==> config.mk <==
export PLATFORM = sky130hd
export DESIGN_NAME = sticky_capture_bank
export DESIGN_NICKNAME = d
export VERILOG_FILES = /design/src/rtl/sticky_capture_bank.sv
export SDC_FILE = /design/constraint.sdc
export NUM_CORES = 1
export LEC_CHECK = 0
export CAP_MARGIN = 20
export CORE_MARGIN = 2
export CORE_UTILIZATION = 35
export CTS_BUF_LIST = sky130_fd_sc_hd__clkbuf_4 sky130_fd_sc_hd__clkbuf_8 sky130_fd_sc_hd__clkbuf_16
export CTS_CLUSTER_DIAMETER = 100
export DETAILED_ROUTE_END_ITERATION = 7
export PLACE_DENSITY = 0.68
export REMOVE_ABC_BUFFERS = 1
export SLEW_MARGIN = 20
export SYNTH_ARGS = -nofsm -noshare
export SYNTH_HDL_FRONTEND = slang
export SYNTH_SLANG_ARGS = --single-unit
==> constraint.sdc <==
create_clock -name clk -period 1.5 [get_ports clk]
set_input_delay 0.3 -clock clk [delete_from_list [all_inputs] [get_ports clk]]
set_output_delay 0.3 -clock clk [all_outputs]
set_load 0.02 [all_outputs]
==> src/rtl/sticky_capture_bank.sv <==
// sticky_capture_bank: multi-channel sticky event flags with saturating counters and a first-event recorder
module sticky_capture_bank #(
  parameter int CHANNELS = 4,
  parameter int CNT_WIDTH = 8,
  parameter int EDGE_MODE = 0,
  localparam int SW = CHANNELS > 1 ? $clog2(CHANNELS) : 1
) (
  input  logic                 clk,
  input  logic                 rst,
  input  logic [CHANNELS-1:0]  b,
  input  logic [CHANNELS-1:0]  mask,
  input  logic [CHANNELS-1:0]  clr,
  input  logic [SW-1:0]        cnt_sel,
  output logic [CHANNELS-1:0]  a,
  output logic                 any_flag,
  output logic [CNT_WIDTH-1:0] cnt_out,
  output logic                 first_valid,
  output logic [SW-1:0]        first_id
);
  typedef enum logic {IDLE, HELD} state_t;
  state_t state, state_nxt;
  logic [CHANNELS-1:0] prev, ev, a_nxt;
  logic [CNT_WIDTH-1:0] cnt [CHANNELS];
  logic [CNT_WIDTH-1:0] cnt_nxt [CHANNELS];
  logic [SW-1:0] low_id, id_nxt;
  assign ev = b & ~mask & (EDGE_MODE != 0 ? ~prev : '1);
  // set wins over clear, so a simultaneous event keeps the flag up
  assign a_nxt = (a & ~clr) | ev;
  assign any_flag = |a;
  assign first_valid = state == HELD;
  assign cnt_out = 32'(cnt_sel) < CHANNELS ? cnt[cnt_sel] : '0;
  always_comb begin
    low_id = '0;
    for (int i = CHANNELS - 1; i >= 0; i--) low_id = ev[i] ? SW'(i) : low_id;
    for (int i = 0; i < CHANNELS; i++)
      cnt_nxt[i] = ev[i] ? (clr[i] ? CNT_WIDTH'(1) : cnt[i] + CNT_WIDTH'(cnt[i] != '1)) : (clr[i] ? '0 : cnt[i]);
  end
  // release only when the post-update flag vector is empty; a same-cycle event keeps it non-empty
  always_comb begin
    state_nxt = state;
    id_nxt = first_id;
    if (state == IDLE && |ev) begin
      state_nxt = HELD;
      id_nxt = low_id;
    end else if (state == HELD && a_nxt == '0) begin
      state_nxt = IDLE;
    end
  end
  always_ff @(posedge clk) begin
    if (rst) begin
      state <= IDLE;
      first_id <= '0;
      a <= '0;
      prev <= '0;
      for (int i = 0; i < CHANNELS; i++) cnt[i] <= '0;
    end else begin
      state <= state_nxt;
      first_id <= id_nxt;
      a <= a_nxt;
      prev <= b;
      for (int i = 0; i < CHANNELS; i++) cnt[i] <= cnt_nxt[i];
    end
  end
endmodule

Word level (Yosys, flattened, before mapping)
Memories as Yosys holds them, arrays and structs flattened.
Cells that the tools add are included.
{"block": "totals", "memories": 1, "mem_bits_rw": 32, "in_bits": 16, "output_inout_bits": 16, "elab_cells": 53, "reg_bits": 7}
{"name": "cnt", "depth": 4, "width": 8, "read_ports": 5, "rd_clocked_by_memory_dff": 0, "wr": 4, "line": "23", "rtl": "logic [CNT_WIDTH-1:0] cnt [CHANNELS];"}
{"block": "op_classes", "mux": 25, "n_reduce_logical": 6, "n_addsub": 4, "eq_ne": 4, "bitwise_logic": 10}
{"cell": "two-way mux 8 bit", "n": 16}
{"cell": "adder 8 x 1 -> 8 bit", "n": 4}
{"cell": "inequality test 8 bit, second input constant", "n": 4}
{"cell": "bitwise AND 4 bit", "n": 2}
{"cell": "two-way mux 2 bit", "n": 4}
{"cell": "inverter 4 bit", "n": 2}
{"cell": "OR reduction 4 bit", "n": 2}
{"cell": "two-way mux 1 bit", "n": 5}
{"cell": "logical NOT 4 bit", "n": 1}
{"cell": "OR 1 bit", "n": 4}
{"cell": "OR 4 bit", "n": 1}
{"cell": "logical AND 1 bit", "n": 2}
{"cell": "nonzero test 2 bit", "n": 1}
{"cell": "inverter 1 bit", "n": 1}

Logic depth before layout (Yosys ltp)
{"block": "depth", "word_depth": 7, "ltp_mapped": 7, "depth_no_buf": 7}

Worst setup path after synthesis
OpenSTA, ideal clock, no wires.
{"block": "synth_path", "path_type": "register to register", "start": "memory cnt[3][3]", "end": "memory cnt[3][4]", "setup_ns": 0.122, "n_path_buf": 0, "required_ns": 1.378, "path_stages_with_launch": 8, "arrival_time_ns": 1.366, "path_slack_ns": 0.011, "path_cell_list": "dfxtp_1 -> and4_1 -> nand4_1 -> ha_1 -> ha_1 -> nand4_1 -> xor2_1 -> nor2_1"}
{"element": "from (decl)", "line": "23"}

Final worst setup path
{"block": "layout_path", "start": "register a[1]", "end": "output any_flag"}
{"block": "layout_between", "elab_chain_cells": 1}
{"element": "from (decl)", "line": "14", "rtl": "output logic [CHANNELS-1:0] a,"}
{"element": "from (signal assigned)", "line": "59", "rtl": "a <= a_nxt;"}
{"element": "OR reduction 4 bit", "line": "29", "rtl": "assign any_flag = |a;"}
{"element": "to (decl)", "line": "15", "rtl": "output logic any_flag,"}
Every way passes these cells.

==> results.sh <==
export IMPL_outcome="finished, violations left"
export IMPL_violations="setup timing"
export IMPL_first_global_vias=1967
export IMPL_synthXorXnorAreaFrac_pct=10.38
export IMPL_start_util_pct=36.54
export IMPL_fin_crit_ns=1.599
export IMPL_slew_violations=0
export IMPL_cts_sink_count=39
export IMPL_die_area_sq_um=6409
export IMPL_avgSynthCellArea_sq_um=9.244
export IMPL_clk_latency_ns=0.30
export IMPL_antenna_found_initial=0
export IMPL_regArea_sq_um=824.5
export IMPL_cp_top_family="simple AND/OR/NAND/NOR gates"
export IMPL_tightestPinTransition_ns=0.2528
export IMPL_whs_path_depth=2
export IMPL_route_detailed_drc=0
export IMPL_setup_viol=11
export IMPL_seq_area_frac_synth_pct=38.57
export IMPL_ff2ff_setup_slack_ns=-0.01
export IMPL_cp_num_cells=2
export IMPL_critical_path_class="reg -> out"
export IMPL_cts_tree="built"
export IMPL_layout_nets=344
export IMPL_hold_path_class="reg -> reg"
export IMPL_max_freq_ghz=0.6253
export IMPL_grt_usage_pct=18.76
export IMPL_relSlewSlack_pct=83.11
export IMPL_drtAntennaViolNets=0
export IMPL_wl_mm=5.838
export IMPL_finalWeightedCongestion=0.7917
export IMPL_synth_mux_area_share_pct=9.085
export IMPL_syn_to_final_growth_pct=64.22
export IMPL_cts_htree_levels=2
export IMPL_power_density_nw_per_um2=700.1
export IMPL_io_pins=32
export IMPL_via_per_inst=5.043
export IMPL_synth_simple_area_share_pct=27.87
export IMPL_slowest_delay_ns=0.53
export IMPL_yosysTopAreaCellShare_pct=38.57
export IMPL_crit_fanout=2
export IMPL_hpwl_mm=3.948
export IMPL_pre_cts_slack_ns=-0.8418
export IMPL_grt_overflow_total=0
export IMPL_critPathArrivalTime_ns=1.30
export IMPL_dr_pass1_iters=4
export IMPL_yosysWarnings=0
export IMPL_cp_required_ns=1.20
export IMPL_core_area_sq_um=5540
export IMPL_grt_pass1_wl_mm=9.121
export IMPL_synth_adder_area_share_pct=4.944
export IMPL_die_h_um=80.06
export IMPL_syn_cell_area_sq_um=2024
export IMPL_synth_top_family_by_area="simple AND/OR/NAND/NOR gates"
export IMPL_start_kind="register"
export IMPL_yosys_top_cells_count="dfxtp_1, nor2_1, xor2_1"
export IMPL_via_count=1982
export IMPL_finalCritPeriodShare_pct=106.6
export IMPL_timing_hold_ws_ns=0.5056
export IMPL_clockBufferDepth=2
export IMPL_port_buffer_count=31
export IMPL_endpoint_kind="output pin"
export IMPL_cts_root_buf="clkbuf_8"
export IMPL_vdd_ir_drop_max_v=0.0003876
export IMPL_synth_edff_count=0
export IMPL_crit_chain="or4_4 > buf_6"
export IMPL_finalHoldViolCount=0
export IMPL_ys_ff_latch=39
export IMPL_startpoint="a[1]$_SDFF_PP0_"
export IMPL_r2r_end="cnt[1][4]$_SDFFE_PP0P_"
export IMPL_cp_num_buf_inv=1
export IMPL_endpoint="any_flag"
export IMPL_wl_per_cell_um=14.85
export IMPL_r2r_cells=8
export IMPL_cts_buffers=5
export IMPL_die_x_um=80.06
export IMPL_reg2reg_from="cnt[1][2]$_SDFFE_PP0P_"
export IMPL_final_layout_size_suffix_gt1_share_pct=51.71
export IMPL_placedCellCount=367
export IMPL_multi_input_area_sq_um=1329
export IMPL_synth_main_ff_cell="dfxtp_1"
export IMPL_finalWorstSetupSlack_ns=-0.09930
export IMPL_synth_compound_area_share_pct=5.377
export IMPL_n_antenna_cell=0
export IMPL_ys_top_cells_by_area="dfxtp_1, xor2_1, mux4_2"
export IMPL_synth_top_area_cell="dfxtp_1"
export IMPL_fin_setup_tns_ns=-0.6233
export IMPL_worst_path_max_delay_cell="or4_4"
export IMPL_cts_hold_buf=0
export IMPL_std_cell_rows=27
export IMPL_skew_ns=0.006597
export IMPL_ys_async_sr_fraction_pct=0
export IMPL_drv_cap=0
export IMPL_synthDistinctLibCells=31
export IMPL_fill_cells=474
export IMPL_grt_start_max_net_pins=13
export IMPL_drt_iter0_drc=89
export IMPL_leakagePower_nw=1.384
export IMPL_synth_cells=219
export IMPL_fin_cells=393
export IMPL_rsz0062_at_grt="yes"
export IMPL_yosysMostFrequentCell="dfxtp_1"
export IMPL_path_clk_slew_ns=0.08
==> through the flow <==
stage | cell area, sq um | utilization [%] | power (mW)
after floorplan | 1959 | - | 1.212
after detailed placement | 2780 | 50.18 | 1.395
after global placement | 2780 | 50.18 | 1.391
final | 3324 | 60.00 | 2.327
after global routing | 3324 | 60.00 | 2.418
after CTS | 3107 | 56.07 | 2.316
==> report_power, final <==
group | internal, mW | total [mW] | switching [mW]
logic | 0.176 | 0.330 | 0.154
registers | 1.05 | 1.07 | 0.0136
clock network | 0.538 | 0.929 | 0.391
total | 1.77 | 2.33 | 0.558
==> area by class of cell <==
type | count | share of cell area, %
Inverter | 3 | 0.3387
Multi-Input combinational cell | 166 | 39.97
Clock inverter | 2 | 1.054
Clock buffer | 6 | 2.484
Sequential cell | 39 | 24.80
Timing Repair Buffer | 105 | 28.64
Tap cell | 72 | 2.710
==> cells in the final DEF, fill, tap and decap left out, drive strengths merged <==
| cell type | count |
|---|---|
| nand3 | 4 |
| ha | 8 |
| a21oi | 14 |
| nor2b | 6 |
| buf | 84 |
| dfxtp | 39 |
| mux4 | 8 |
| nor2 | 29 |
| or4 | 1 |
| inv | 3 |
| nand4 | 15 |
| clkdlybuf4s50 | 13 |
| o21bai | 1 |
| and2 | 2 |
| a211oi | 1 |
| xor2 | 24 |
| clkinv | 1 |
| dlygate4sd2 | 8 |
| a41oi | 1 |
| clkbuf | 6 |
| nor3 | 5 |
| and3 | 8 |
| o21ai | 3 |
| nand2 | 18 |
| nand3b | 2 |
| and4 | 7 |
| nand2b | 5 |
| bufinv | 1 |
| or2 | 4 |
==> worst register-to-register path, stage by stage, from the launching register on <==
cell,delay [ns]
dfxtp_2,0.36
buf_6,0.12
and4_4,0.23
nand2_4,0.05
ha_4,0.16
ha_4,0.17
nand4_1,0.08
xor2_1,0.16
nor2_1,0.06
==> state kept, by name (all words and copies together), names as in the netlist <==
name	cells
a	4
first_id	2
first_valid	1
cnt	32
==> logic make-up (layout without fill, tap and decap cells) <==
kind of cell	Yosys count	in the layout
adder cells (fa/ha/maj)	8	8
XOR/XNOR	24	24
flip-flops	39	39
multiplexers	8	8
AND/OR/NAND/NOR	106	106
AO/OA/AOI/OAI	20	20
buffers and inverters	14	116
==> how the worst min path moves through the flow <==
stage	startpoint	endpoint
finish	first_id[1]$_SDFFE_PP0P_	first_id[1]$_SDFFE_PP0P_
global route	cnt[3][6]$_SDFFE_PP0P_	cnt[3][6]$_SDFFE_PP0P_
CTS	first_id[1]$_SDFFE_PP0P_	first_id[1]$_SDFFE_PP0P_
detailed placement	first_id[1]$_SDFFE_PP0P_	first_id[1]$_SDFFE_PP0P_
floorplan	rst	a[2]$_SDFF_PP0_
global placement	first_id[1]$_SDFFE_PP0P_	first_id[1]$_SDFFE_PP0P_
==> per-layer routing <==
layer	vias up	wire (um)	track usage [%]
li1	975	-	-
met1	962	2345	21.20
met2	37	3203	33.83
met3	8	215	3.933
met4	0	74	8.136
met5	-	0	0
==> repair_timing <==
action	in CTS	in global routing
endpoints found under the setup margin	38	33
setup buffers	5	14
resized for setup	129	33
pin swaps	33	42
No activity file was read; power rests on OpenSTA's default activity.
